===== src/rtl/i2c_reg_bank_pkg.sv =====
// Shared register map and decode types for the i2c register bank.
// Addresses are plain ints so each user can size them to its own address width.
package i2c_reg_bank_pkg;

  localparam int A_ID       = 'h00;
  localparam int A_IRQ_EN   = 'h01;
  localparam int A_STATUS   = 'h02;
  localparam int A_XFER_CNT = 'h03;
  localparam int A_ERR_CNT  = 'h04;
  localparam int A_GP_BASE  = 'h08;

  typedef enum logic [2:0] {
    SEL_NONE,
    SEL_ID,
    SEL_IRQ_EN,
    SEL_STATUS,
    SEL_XFER,
    SEL_ERR,
    SEL_GP
  } reg_sel_e;

endpackage


===== src/rtl/i2c_reg_bank_if.sv =====
// Register-access bus between the i2c slave (master side) and the register bank (slave side).
interface i2c_reg_bank_if #(
  parameter int AW = 8,
  parameter int DW = 16
);
  logic          write_en;
  logic [AW-1:0] reg_addr;
  logic [DW-1:0] wr_data;
  logic          done;
  logic [DW-1:0] rd_data;

  modport master (output write_en, reg_addr, wr_data, done, input rd_data);
  modport slave  (input write_en, reg_addr, wr_data, done, output rd_data);
endinterface


===== src/rtl/i2c_reg_bank_sat_counter.sv =====
// Saturating up-counter with synchronous clear; clear beats increment.
module sat_counter #(
  parameter int W = 16
) (
  input  logic         clk,
  input  logic         reset,
  input  logic         clr,
  input  logic         inc,
  output logic [W-1:0] count
);

  logic [W-1:0] cnt_q, cnt_d;

  always_comb begin
    cnt_d = cnt_q;
    if (clr)                       cnt_d = '0;
    else if (inc && (cnt_q != '1)) cnt_d = cnt_q + W'(1);
  end

  always_ff @(posedge clk or negedge reset) begin
    if (!reset) cnt_q <= '0;
    else        cnt_q <= cnt_d;
  end

  assign count = cnt_q;

endmodule


===== src/rtl/i2c_reg_bank.sv =====
// Register bank behind the i2c slave: ID, IRQ enable, W1C status, transfer/error
// counters and NUM_GP general-purpose registers exported to fabric.
module i2c_reg_bank
  import i2c_reg_bank_pkg::*;
#(
  parameter int          ADDR_BYTES = 1,
  parameter int          DATA_BYTES = 2,
  parameter int          NUM_GP     = 4,
  parameter logic [15:0] ID_VALUE   = 16'hC2A1
) (
  input  logic                           clk,
  input  logic                           reset,
  i2c_reg_bank_if.slave                  bus,
  input  logic [8*DATA_BYTES-1:0]        hw_event,
  output logic [NUM_GP*8*DATA_BYTES-1:0] gp_out,
  output logic [NUM_GP-1:0]              gp_wr_pulse,
  output logic                           irq
);

  localparam int AW = 8 * ADDR_BYTES;
  localparam int DW = 8 * DATA_BYTES;
  localparam logic [DW-1:0] ID_DW = DW'(ID_VALUE);

  reg_sel_e      sel;
  logic [AW-1:0] gp_off;

  logic [DW-1:0] irq_en_q, irq_en_d;
  logic [DW-1:0] status_q, status_d;
  logic [DW-1:0] rd_q, rd_d;
  logic          irq_q;
  logic [NUM_GP-1:0] gp_we, gp_wr_pulse_q;
  logic [DW-1:0] gp_vals [NUM_GP];
  logic [DW-1:0] xfer_cnt, err_cnt;

  logic we_irq_en, we_status, we_xfer, we_err, we_unmapped;

  // One decode serves both reads and writes; GP offset is only meaningful when sel == SEL_GP.
  always_comb begin
    sel    = SEL_NONE;
    gp_off = bus.reg_addr - AW'(A_GP_BASE);
    if      (bus.reg_addr == AW'(A_ID))       sel = SEL_ID;
    else if (bus.reg_addr == AW'(A_IRQ_EN))   sel = SEL_IRQ_EN;
    else if (bus.reg_addr == AW'(A_STATUS))   sel = SEL_STATUS;
    else if (bus.reg_addr == AW'(A_XFER_CNT)) sel = SEL_XFER;
    else if (bus.reg_addr == AW'(A_ERR_CNT))  sel = SEL_ERR;
    else if ((bus.reg_addr >= AW'(A_GP_BASE)) && (gp_off < AW'(NUM_GP))) sel = SEL_GP;
  end

  assign we_irq_en   = bus.write_en && (sel == SEL_IRQ_EN);
  assign we_status   = bus.write_en && (sel == SEL_STATUS);
  assign we_xfer     = bus.write_en && (sel == SEL_XFER);
  assign we_err      = bus.write_en && (sel == SEL_ERR);
  assign we_unmapped = bus.write_en && (sel == SEL_NONE);

  // Set beats clear: hw_event is ORed in after the W1C mask.
  assign irq_en_d = we_irq_en ? bus.wr_data : irq_en_q;
  assign status_d = (status_q & ~(we_status ? bus.wr_data : '0)) | hw_event;

  always_comb begin
    rd_d = '0;
    case (sel)
      SEL_ID:     rd_d = ID_DW;
      SEL_IRQ_EN: rd_d = irq_en_q;
      SEL_STATUS: rd_d = status_q;
      SEL_XFER:   rd_d = xfer_cnt;
      SEL_ERR:    rd_d = err_cnt;
      SEL_GP: begin
        for (int k = 0; k < NUM_GP; k++) begin
          if (gp_off == AW'(k)) rd_d = gp_vals[k];
        end
      end
      default: ;
    endcase
  end

  always_ff @(posedge clk or negedge reset) begin
    if (!reset) begin
      irq_en_q      <= '0;
      status_q      <= '0;
      rd_q          <= '0;
      irq_q         <= 1'b0;
      gp_wr_pulse_q <= '0;
    end else begin
      irq_en_q      <= irq_en_d;
      status_q      <= status_d;
      rd_q          <= rd_d;
      irq_q         <= |(status_d & irq_en_d);
      gp_wr_pulse_q <= gp_we;
    end
  end

  for (genvar k = 0; k < NUM_GP; k++) begin : g_gp
    logic [DW-1:0] gp_q;

    assign gp_we[k] = bus.write_en && (sel == SEL_GP) && (gp_off == AW'(k));

    always_ff @(posedge clk or negedge reset) begin
      if (!reset)        gp_q <= '0;
      else if (gp_we[k]) gp_q <= bus.wr_data;
    end

    assign gp_vals[k]         = gp_q;
    assign gp_out[k*DW +: DW] = gp_q;
  end

  sat_counter #(.W(DW)) u_xfer_cnt (
    .clk   (clk),
    .reset (reset),
    .clr   (we_xfer),
    .inc   (bus.done),
    .count (xfer_cnt)
  );

  sat_counter #(.W(DW)) u_err_cnt (
    .clk   (clk),
    .reset (reset),
    .clr   (we_err),
    .inc   (we_unmapped),
    .count (err_cnt)
  );

  assign bus.rd_data = rd_q;
  assign irq         = irq_q;
  assign gp_wr_pulse = gp_wr_pulse_q;

endmodule


===== src/flat_wrapper.sv =====
// flat-port wrapper written by rule: the top's interface ports become plain ports
module i2c_reg_bank_flat import i2c_reg_bank_pkg::*;
#(
  parameter int          ADDR_BYTES = 1,
  parameter int          DATA_BYTES = 2,
  parameter int          NUM_GP     = 4,
  parameter logic [15:0] ID_VALUE   = 16'hC2A1
)
  (clk, reset, hw_event, gp_out, gp_wr_pulse, irq, bus_write_en, bus_reg_addr, bus_wr_data, bus_done, bus_rd_data);
  i2c_reg_bank_if #(.AW(8), .DW(16)) bus_i ();
  input  logic clk;
  input  logic reset;
  input  logic [8*DATA_BYTES-1:0] hw_event;
  output logic [NUM_GP*8*DATA_BYTES-1:0] gp_out;
  output logic [NUM_GP-1:0] gp_wr_pulse;
  output logic irq;
  input wire logic [$bits(bus_i.write_en)-1:0] bus_write_en;
  input wire logic [$bits(bus_i.reg_addr)-1:0] bus_reg_addr;
  input wire logic [$bits(bus_i.wr_data)-1:0] bus_wr_data;
  input wire logic [$bits(bus_i.done)-1:0] bus_done;
  output wire logic [$bits(bus_i.rd_data)-1:0] bus_rd_data;
  assign bus_i.write_en = bus_write_en;
  assign bus_i.reg_addr = bus_reg_addr;
  assign bus_i.wr_data = bus_wr_data;
  assign bus_i.done = bus_done;
  assign bus_rd_data = bus_i.rd_data;
  i2c_reg_bank #(.ADDR_BYTES(ADDR_BYTES), .DATA_BYTES(DATA_BYTES), .NUM_GP(NUM_GP), .ID_VALUE(ID_VALUE)) u_core (.clk(clk), .reset(reset), .bus(bus_i), .hw_event(hw_event), .gp_out(gp_out), .gp_wr_pulse(gp_wr_pulse), .irq(irq));
endmodule

===== config.mk =====
export PLATFORM = sky130hd
export DESIGN_NAME = i2c_reg_bank_flat
export DESIGN_NICKNAME = d
export VERILOG_FILES = /design/src/rtl/i2c_reg_bank_pkg.sv /design/src/rtl/i2c_reg_bank_if.sv /design/src/rtl/i2c_reg_bank_sat_counter.sv /design/src/rtl/i2c_reg_bank.sv /design/src/flat_wrapper.sv
export SDC_FILE = /design/constraint.sdc
export NUM_CORES = 1
export LEC_CHECK = 0
export CORE_MARGIN = 2
export CORE_UTILIZATION = 56
export CTS_CLUSTER_DIAMETER = 150
export DETAILED_ROUTE_END_ITERATION = 10
export GPL_TIMING_DRIVEN = 0
export PLACE_DENSITY = 0.89
export SYNTH_ARGS = -nofsm -noshare
export SYNTH_HDL_FRONTEND = slang
export SYNTH_SLANG_ARGS = --single-unit

===== constraint.sdc =====
create_clock -name clk -period 6.1 [get_ports clk]
set_input_delay 0.61 -clock clk [delete_from_list [all_inputs] [get_ports clk]]
set_output_delay 0.61 -clock clk [all_outputs]
set_load 0.05 [all_outputs]

==> impl_metrics.toml <==
[logic_synthesis]
synth_fp_nets = 645
seq_area_frac_synth = 0.522
ys_ff_latch = 149
avgSynthCellArea_um2 = 12.0
yosysWarnings = 0
synth.distinct_cells = 61
syn_inst = 598
syn_area_mm2 = 0.00715

[floorplan]
die_area_mm2 = 0.0137
core_area_mm2 = 0.0125
initial_core_util = 0.571
fp.dieH_um = 117
fp-row-count = 41
ios = 129
die_x_um = 117

[grt]
grt_start_max_net_pins = 85
use_met2 = 0.525
grt_usage = 0.331
antenna_found_initial = 0
top_usage_layer = "met2"
grt_pass1_wl_mm = 33.4
use_met3 = 0.104
grt_pass1_vias = 5924
gr-usage-met1 = 0.428
overflow = 0

[clocking]
ctsHoldBuffers = 0
cts_buffers = 17
clkLatencyLatePin_ps = 430
clockBufferDepth = 2
cts.sinks = 149
htree_num_levels = 4
postCtsResizedCells = 0
cts_root_buffer = "clkbuf_16"
cts_tree = "done"
path_clk_slew_ps = 60
postCtsSetupRepairBufs = 0

[setup_path]
worstSetupEndpointType = "register"
critPathLaunch = "bus_reg_addr[2]"
cp.required_ps = 6370
r2r-start = "u_core.u_err_cnt.count[2]"
rrSetupSlack_ps = 3500
worstSetupPathType = "in2reg"
reg2regPathDepth = 8
r2r_end = "u_core.u_err_cnt.count[11]"
crit_arrival_ps = 3900
worst-path-max-fanout = 10
critPathLaunchType = "input pin"

[cells_and_area]
nFillCells = 852
ff_latch_area_mm2 = 0.00373
multi_input_area_mm2 = 0.00322
fin_cells = 928
layout-drive-gt1-share = 0.213
nNetsFinal = 790
antennaDiodeCount = 0
area_growth_pct = 29.6

[placement]
dp_hpwl_mm = 15.1
routabilityCongestion = 0.957
dp.cells = 896
detailedPlace.worstSlack_ps = 2150
port_buffers = 125

[sta]
layout_min_cycle_time_ps = 3630
fin_crit_sh = 0.596
finalSetupViolCount = 0
layout_setup_ws_ps = 2470
whs_ps = 160
relSlewSlack = 0.292
fin_worst_skew_ps = 7.57
drv_slew = 0
worst_slew_pin_slew_ps = 1050
rsz0062_at_grt = "no"
final-hold-violation-count = 0
max_freq_ghz = 0.275

[detailed_routing]
antenna_left = 0
routed_wl_mm = 21.3
wl_per_cell_um = 23.0
initialDrtViolationCount = 622
dr.pass1.iters = 6
dr_total_vias = 5821
drc = 0
via_per_inst = 6.27

[worst_hold_path]
hold_class = "in2async"

[pwr]
vdd_drop_max_mv = 0.189
leakagePower_nw = 4.00
powerDensity_mw_per_mm2 = 294

[status]
outcome = "complete, no violations"

[run]
cap_viol_max_count = 0
## where the power goes
part | switching, mW | leakage, nW | internal [mW]
Sequential | 0.102 | 1.94 | 1.08
Combinational | 0.264 | 1.76 | 0.183
Clock | 0.423 | 0.296 | 0.676
## worst max-delay path by stage
stage / end / cells past startpoint / slack [ps]
3_3_place_gp: u_core.g_gp[2].gp_q[11] / 1 / -1210
4_1_cts: u_core.g_gp[1].gp_q[12] / 9 / 2560
5_1_grt: u_core.g_gp[1].gp_q[12] / 9 / 2410
3_5_place_dp: u_core.g_gp[1].gp_q[5] / 9 / 2150
2_1_floorplan: u_core.irq / 10 / 3100
6_report: u_core.irq / 10 / 2470
## synth_stat cells, drive strengths merged
master | instances | area share
o21ai | 10 | 0.0081
a311oi | 1 | 0.0012
clkbuf | 12 | 0.0063
a222oi | 3 | 0.0042
nand2b | 3 | 0.0026
nand2 | 58 | 0.030
a2111oi | 3 | 0.0047
and4 | 4 | 0.0053
o31a | 1 | 0.0012
xor2 | 13 | 0.016
nor3b | 2 | 0.0028
nor2 | 52 | 0.028
a211oi | 1 | 0.0011
xnor2 | 13 | 0.016
a221o | 1 | 0.0014
ha | 3 | 0.0053
nor4b | 2 | 0.0042
nor3 | 12 | 0.012
or2 | 2 | 0.0018
mux4 | 16 | 0.050
buf | 19 | 0.018
and4bb | 1 | 0.0018
a22oi | 28 | 0.029
a21oi | 14 | 0.0098
nor4 | 9 | 0.011
o31ai | 7 | 0.0074
nand3 | 21 | 0.016
a2bb2oi | 1 | 0.0012
nand4 | 15 | 0.013
o41ai | 1 | 0.0012
a32o | 1 | 0.0014
o41a | 1 | 0.0016
or3 | 4 | 0.0035
mux2 | 75 | 0.12
nor2b | 1 | 0.00088
a21boi | 7 | 0.0074
mux2i | 7 | 0.0098
a31oi | 1 | 0.00088
o21a | 2 | 0.0032
a21o | 12 | 0.013
dfrtp | 149 | 0.52
inv | 7 | 0.0037
or4 | 1 | 0.0016
and3 | 2 | 0.0018
## flip-flops by register name, indices dropped and copies added, names as in the netlist
signal,count
u_core.g_gp.gp_q,64
u_core.bus.rd_data,16
u_core.irq_en_q,16
u_core.status_q,16
u_core.u_err_cnt.count,16
u_core.u_xfer_cnt.count,16
u_core.gp_wr_pulse,4
u_core.irq,1
## routing by layer
metal / vias up / part of all wire
met5: - / 0
met4: 0 / 0.031
met3: 50 / 0.095
met2: 351 / 0.48
met1: 2933 / 0.39
li1: 2487 / -
## cell type report
cell class / instances / area share
sequential: 149 / 0.403
multi-input combinational: 411 / 0.347
timing repair buffer: 126 / 0.138
clock buffer: 21 / 0.0508
tap: 172 / 0.0232
buffer: 31 / 0.0190
clock inverter: 11 / 0.0161
inverter: 7 / 0.00284
## critical path: stages
cell,delay (ps)
clkdlybuf4s50_1,580
or3_1,370
buf_2,190
nor4_1,620
buf_2,370
nand2_1,90
a21o_1,200
a21boi_0,130
a2111oi_1,540
nand4_1,200
## cell families (layout without fill, tap and decap cells)
group,Yosys count,count (layout),share of synthesized area
xor gates and xnor gates,26,26,0.0319
buffers and inverters,38,196,0.0284
muxes,98,98,0.178
AOI/OAI and AO/OA,95,95,0.0978
adders and majority gates,3,3,0.00525
and+or+nand+nor,189,189,0.137
DFF,149,149,0.522
## cell usage in the layout (no fill, tap or decap), types with 3 or more instances in the layout
cell             instances
mux4_2                  16
clkinvlp_4               3
or3_1                    4
buf_6                    5
dfrtp_1                149
inv_1                    7
o31ai_1                  7
nand4_1                 15
a222oi_1                 3
nand2_1                 58
o21ai_0                  8
clkbuf_1                13
a21boi_0                 7
xor2_1                  13
bufinv_16                3
xnor2_1                 13
buf_2                   12
mux2_2                  74
clkbuf_16               17
mux2i_1                  7
clkbuf_8                 3
nor3_1                   8
nand3_1                 20
nor3_2                   3
nand2b_1                 3
nor2_1                  51
clkdlybuf4s50_1        124
nor4_1                   7
and4_1                   3
ha_1                     3
a22oi_1                 28
a21o_1                  12
a21oi_1                 14
## through the flow
stage	TNS (ps)	total power, mW	utilization	instance area [µm²]
final	0	2.73	0.740	9260
after global routing	0	2.82	0.740	9260
after CTS	0	2.72	0.740	9260
after detailed placement	0	1.63	0.691	8640
after global placement	-179230	1.60	0.688	8610
after floorplan	0	1.44	-	7150
No activity file was read; power rests on OpenSTA's default activity.
